==> src/rtl/cmp_stream_window.sv <==
// Streaming a/b comparator with a one-beat registered output stage and
// per-window tallies of lesser/greater/equal outcomes.
module cmp_stream_window #(
   parameter  int N      = 16,
   parameter  int SIGNED = 0,
   parameter  int WIN    = 8,
   localparam int CW     = $clog2(WIN + 1)
) (
   input  logic          clk,
   input  logic          rst_n,
   input  logic          clr,
   input  logic          in_valid,
   output logic          in_ready,
   input  logic [N-1:0]  a,
   input  logic [N-1:0]  b,
   output logic          out_valid,
   input  logic          out_ready,
   output logic          lesser,
   output logic          greater,
   output logic          equal,
   output logic          win_last,
   output logic [CW-1:0] win_lt,
   output logic [CW-1:0] win_gt,
   output logic [CW-1:0] win_eq
);

   logic          out_valid_q, lesser_q, greater_q, equal_q, win_last_q;
   logic [CW-1:0] win_lt_q, win_gt_q, win_eq_q;
   logic [CW-1:0] rlt_q, rgt_q, req_q, scnt_q;
   logic [CW-1:0] rlt_d, rgt_d, req_d, scnt_b;
   logic          accept, lt_c, gt_c, eq_c, wrap;

   assign in_ready = rst_n & (~out_valid_q | out_ready);
   assign accept   = in_valid & in_ready;

   always_comb begin
      if (SIGNED != 0) begin
         lt_c = $signed(a) < $signed(b);
         gt_c = $signed(a) > $signed(b);
      end else begin
         lt_c = a < b;
         gt_c = a > b;
      end
      eq_c = (a == b);
      // clr restarts the window before the current sample is counted
      scnt_b = clr ? '0 : scnt_q;
      rlt_d  = (clr ? '0 : rlt_q) + CW'(lt_c);
      rgt_d  = (clr ? '0 : rgt_q) + CW'(gt_c);
      req_d  = (clr ? '0 : req_q) + CW'(eq_c);
      wrap   = (scnt_b == CW'(WIN - 1));
   end

   always_ff @(posedge clk) begin
      if (!rst_n) begin
         out_valid_q <= 1'b0;
         lesser_q    <= 1'b0;
         greater_q   <= 1'b0;
         equal_q     <= 1'b0;
         win_last_q  <= 1'b0;
         win_lt_q    <= '0;
         win_gt_q    <= '0;
         win_eq_q    <= '0;
         rlt_q       <= '0;
         rgt_q       <= '0;
         req_q       <= '0;
         scnt_q      <= '0;
      end else begin
         if (accept) begin
            out_valid_q <= 1'b1;
            lesser_q    <= lt_c;
            greater_q   <= gt_c;
            equal_q     <= eq_c;
            win_last_q  <= wrap;
         end else if (out_ready) begin
            out_valid_q <= 1'b0;
            lesser_q    <= 1'b0;
            greater_q   <= 1'b0;
            equal_q     <= 1'b0;
            win_last_q  <= 1'b0;
         end

         if (accept) begin
            if (wrap) begin
               win_lt_q <= rlt_d;
               win_gt_q <= rgt_d;
               win_eq_q <= req_d;
               rlt_q    <= '0;
               rgt_q    <= '0;
               req_q    <= '0;
               scnt_q   <= '0;
            end else begin
               rlt_q  <= rlt_d;
               rgt_q  <= rgt_d;
               req_q  <= req_d;
               scnt_q <= scnt_b + CW'(1);
            end
         end else if (clr) begin
            rlt_q  <= '0;
            rgt_q  <= '0;
            req_q  <= '0;
            scnt_q <= '0;
         end
      end
   end

   assign out_valid = out_valid_q;
   assign lesser    = lesser_q;
   assign greater   = greater_q;
   assign equal     = equal_q;
   assign win_last  = win_last_q;
   assign win_lt    = win_lt_q;
   assign win_gt    = win_gt_q;
   assign win_eq    = win_eq_q;

endmodule

==> config.mk <==
export PLATFORM = sky130hd
export DESIGN_NAME = cmp_stream_window
export DESIGN_NICKNAME = d
export VERILOG_FILES = /design/src/rtl/cmp_stream_window.sv
export SDC_FILE = /design/constraint.sdc
export NUM_CORES = 1
export LEC_CHECK = 0
export BUFFER_PORTS_ARGS = -buffer_cell sky130_fd_sc_hd__buf_2
export CORE_ASPECT_RATIO = 0.6
export CORE_MARGIN = 1.5
export CORE_UTILIZATION = 35
export CTS_CLUSTER_DIAMETER = 150
export CTS_CLUSTER_SIZE = 10
export DETAILED_ROUTE_END_ITERATION = 12
export PLACE_DENSITY = 0.58
export SETUP_SLACK_MARGIN = 0.3
export SYNTH_ARGS = -nofsm -noshare
export SYNTH_HDL_FRONTEND = slang
export SYNTH_SLANG_ARGS = --single-unit
==> constraint.sdc <==
create_clock -name clk -period 4.35 [get_ports clk]
set_input_delay 1.0875 -clock clk [delete_from_list [all_inputs] [get_ports clk]]
set_output_delay 1.0875 -clock clk [all_outputs]
set_load 0.02 [all_outputs]
# Word level (Yosys, flattened, before mapping)

Cells that the tools add are included.

Output and inout port bits: 18
Bits in registers: 33
Word-level logic and storage cells: 44

Magnitude comparators: 2
Mux-type cells: 18
Add/subtract/negate cells: 4
Eq/ne operators: 2
Bitwise logic cells: 4
Reduce and logical (&&, ||, !) cells: 2

Operators by type and width:

| cell                  | number |
|---|---|
| $mux W4               | 12 |
| $eq A16 B16 Y1        | 1 |
| $gt A16 B16 Y1        | 1 |
| $lt A16 B16 Y1        | 1 |
| $add A4 B1 Y4         | 3 |
| $mux W1               | 6 |
| $add A4 B1 Y4 const B | 1 |
| $eq A4 B3 Y1 const B  | 1 |
| $and A1 B1 Y1         | 2 |
| $reduce_and A2 Y1     | 1 |
| $reduce_bool A2 Y1    | 1 |
| $not A1 Y1            | 1 |
| $or A1 B1 Y1          | 1 |

# Logic depth before layout (Yosys ltp)

Word-level depth: 5
Mapped depth: 13
Gate-level depth less buffers: 13

# Worst setup path after synthesis

No wires, ideal clock.

Kind: in2reg
Start point: input port b[1]
End point: register win_gt_q[2] (netlist: win_gt[2])
Data required time: 4234 ps
Setup time: 116 ps
Cell stages on the path: 12
Buffers on the path: 0
Path slack: 1231 ps
Arrival time: 3003 ps
Path through: inv_1 > ha_1 > nor2b_1 > o211ai_1 > a2111oi_2 > a2111oi_4 > nor2_1 > ha_1 > ha_1 > xnor2_1 > nand2_1 > o211a_1

Longest elaborated chain between the ends: 2

Ends and longest elaborated chain:

| what                 | RTL line | text |
|---|---|---|
| from (decl)          | 15       | `input logic [N-1:0] b,` |
| $gt A16 B16 Y1       | 42       | `gt_c = a > b;` |
| $add A4 B1 Y4        | 48       | `rgt_d = (clr ? '0 : rgt_q) + CW'(gt_c);` |
| to (signal assigned) | 85       | `win_gt_q <= rgt_d;` |
| to (decl)            | 28       | `logic [CW-1:0] win_lt_q, win_gt_q, win_eq_q;` |

Every way passes these cells.
A chain may end at the register's enable or synchronous reset.

# Worst setup path in the final report

Start point: input port a[1]
End point: register win_gt_q[2] (netlist: win_gt[2])

Longest elaborated chain between the ends: 2

Ends and longest elaborated chain:

| what           | RTL line | text |
|---|---|---|
| from (decl)    | 14       | `input logic [N-1:0] a,` |
| $gt A16 B16 Y1 | 42       |  |
| $add A4 B1 Y4  | 48       |  |

Every way passes these cells.

==> results.py <==
metrics = {
    "grt": {
        "track_usage_pct": 16.2,
        "globalRouteOverflowTotal": 0,
        "grt_max_degree": 29,
        "grt_pass1_wl_mm": 7.51,
        "grt_pass1_vias": 1543,
        "grt_antenna_before_repair": 0,
    },
    "layout": {
        "diodes": 0,
        "drive_above_1_share_pct": 25.5,
        "finalNetCount": 326,
        "syn_to_final_growth_pct": 19.6,
        "fillers": 520,
        "stdcell_count": 333,
    },
    "yosys": {
        "synth.distinct_cells": 36,
        "syn_inst": 215,
        "synthTopCellsByCount": "dfxtp_1, nand2_1, ha_1",
        "ys_dominant_reg_cell": "dfxtp_1",
        "yosys.cell_count.top_type": "dfxtp_1",
        "synth_area_leaders": "dfxtp_1, ha_1, nand2_1",
        "syn_nets": 275,
        "synthesis.area_um2": 1960,
        "synth-seq-cells": 33,
        "yosysTopAreaCell": "dfxtp_1",
        "ys_seq_area_share_pct": 33.8,
        "ys_async_sr_fraction_pct": 0,
        "synth_warnings": 0,
        "synth_edf_count": 0,
        "synth_area_per_cell_um2": 9.10,
        "synth.top_cell.area_share_pct": 33.8,
    },
    "die": {
        "die_x_um": 99.5,
        "io-pin-count": 55,
        "die_area_um2": 6060,
        "row_count": 20,
        "initial_core_util_pct": 37.4,
        "core_area_um2": 5230,
        "die_h_um": 60.9,
    },
    "clock_network": {
        "cts-resized-gates": 0,
        "cts_setup_buffers": 0,
        "htreeDepth": 2,
        "clk_pin_slew_worst_paths_ps": 70,
        "clock_tree.buffer_depth": 2,
        "cts_tree": "built",
        "clkLatencyLatePin_ps": 290,
        "cts-buffers-inserted": 5,
        "cts_sinks": 33,
        "cts-hold-fix-buffers": 0,
        "root_buffer": "clkbuf_8",
    },
    "place": {
        "place.gp.congestion": 0.780,
        "dp_slack_ps": 932,
        "dp.cells": 325,
        "dp_hpwl_mm": 3.30,
        "numPortBuffers": 54,
    },
    "timing": {
        "finalSetupTns_ps": 0,
        "setup_ws_ps": 1220,
        "hold_viol": 0,
        "max-slew-margin-rel_pct": 61.8,
        "clock_skew_ps": 3.53,
        "tightest_slew_ps": 571,
        "max_freq_ghz": 0.320,
        "period_share_pct": 71.9,
        "drv_slew": 0,
        "rsz0062_at_grt": "no",
        "min_period_ps": 3130,
        "final-setup-viol-count": 0,
    },
    "critical_path": {
        "reg2reg_depth": 6,
        "rrSetupSlack_ps": 2560,
        "end_kind": "flip-flop",
        "cp_max_fo": 4,
        "worst_ep_arrival_time_ps": 3310,
        "critPathLaunchType": "input pin",
        "cp.required_ps": 4530,
        "path_class": "in -> reg",
    },
    "pwr": {
        "power.switching_mw": 0.165,
        "p_seq_share_pct": 47.1,
        "p_comb_share_pct": 14.0,
        "cellLeakagePower_nw": 1.17,
        "power.density_nw_per_um2": 281,
        "p_total_mw": 0.657,
        "pwr-share-clk_pct": 39.0,
        "intPower_mw": 0.491,
        "switching_share_pct": 25.2,
        "ir_drop_mv": 0.139,
    },
    "detailed_routing": {
        "post-route-drc-count": 0,
        "detail-route-antenna-nets": 0,
        "routed_wl_mm": 4.30,
        "wl_met1_mm": 2.43,
        "wl_met3_um": 246,
        "drtPass1Iterations": 4,
        "drt_iter0_drc": 71,
        "vias": 1613,
        "dr.max_layer_used": "met4",
        "vias_per_cell": 4.84,
        "wl_per_cell_um": 12.9,
        "met2RoutedLength_mm": 1.61,
    },
    "worst_hold_path": {
        "hold_path.class": "reg -> reg",
        "min_delay_path_depth": 2,
    },
    "outcome": {
        "status": "finished, final reports clean",
    },
    "job": {
        "maxCapViolations": 0,
    },
}
==> cell families after synthesis <==
| kind of cell | count (synthesis) | share of synthesized area (%) |
|---|---|---|
| compound gates | 45 | 18.5 |
| xor+xnor | 9 | 4.03 |
| fa+ha+maj | 23 | 14.7 |
| buf+inv | 27 | 6.90 |
| flops | 33 | 33.8 |
| mux | 2 | 1.02 |
| simple gates | 76 | 21.1 |
==> through the flow <==
| stage | cell area [um^2] | hold slack, ps | util [%] |
|---|---|---|---|
| floorplan | 1960 | 456 | - |
| global placement | 2240 | 445 | 42.8 |
| detailed placement | 2240 | 445 | 42.8 |
| CTS | 2340 | 454 | 44.7 |
| global route | 2340 | 479 | 44.7 |
| finish | 2340 | 453 | 44.7 |
==> critical path: stages <==
cell and delay [ps]:
buf_2 100, ha_1 290, nor2b_1 130, o211ai_1 210
a2111oi_2 120, a2111oi_4 430, nor2_1 100, ha_1 230
ha_1 240, xnor2_1 170, nand2_1 70, o211a_1 130
==> layout by cell type, fill, tap and decap left out, types with 4 or more instances in the layout <==
cell type	count
o21ai_0	4
xnor2_1	6
a21boi_1	5
buf_2	54
ha_1	23
a21oi_1	8
and2b_1	6
nand4_1	5
a22o_1	7
clkbuf_8	7
nor2b_1	8
nor2_1	7
dfxtp_1	33
a21boi_0	8
inv_1	17
nand3_1	5
nand2_1	30
==> power by group through the flow <==
stage / Sequential (mW) / Clock, mW / Combinational, mW
floorplan: 0.318 / 0 / 0.0566
global placement: 0.316 / 0 / 0.0926
detailed placement: 0.316 / 0 / 0.0923
CTS: 0.309 / 0.262 / 0.0928
global route: 0.309 / 0.273 / 0.106
finish: 0.309 / 0.256 / 0.0917
==> per-layer routing <==
layer	up-vias	GRT usage (%)
li1	852	-
met1	721	24.1
met2	38	22.4
met3	2	4.15
met4	0	5.43
met5	-	0
==> flip-flops by register name, summed over array words and instances (netlist names), 4 cells and up <==
| signal | flops |
|---|---|
| rlt_q | 4 |
| win_lt | 4 |
| win_gt | 4 |
| req_q | 4 |
| rgt_q | 4 |
| scnt_q | 4 |
| win_eq | 4 |
==> worst paths after layout <==
kind,from,to
min,win_gt[3]$_SDFFE_PN0P_,win_gt[3]$_SDFFE_PN0P_
max reg2reg,scnt_q[0]$_SDFF_PN0_,rgt_q[2]$_SDFF_PN0_
max,a[1],win_gt[2]$_SDFFE_PN0P_
min reg2reg,win_gt[3]$_SDFFE_PN0P_,win_gt[3]$_SDFFE_PN0P_
==> area by class of cell <==
cell class              instances  area, um^2  area share, %
well taps                      66        82.6           3.53
flip-flops and latches         33         661           28.2
multi-input cells             155        1160           49.6
repair buffers                 54         270           11.6
clock buffers                   7        96.3           4.12
inverters                      17        63.8           2.73
clock inverters                 1        5.00          0.214
Note: power is estimated with default switching activity, not from simulation.
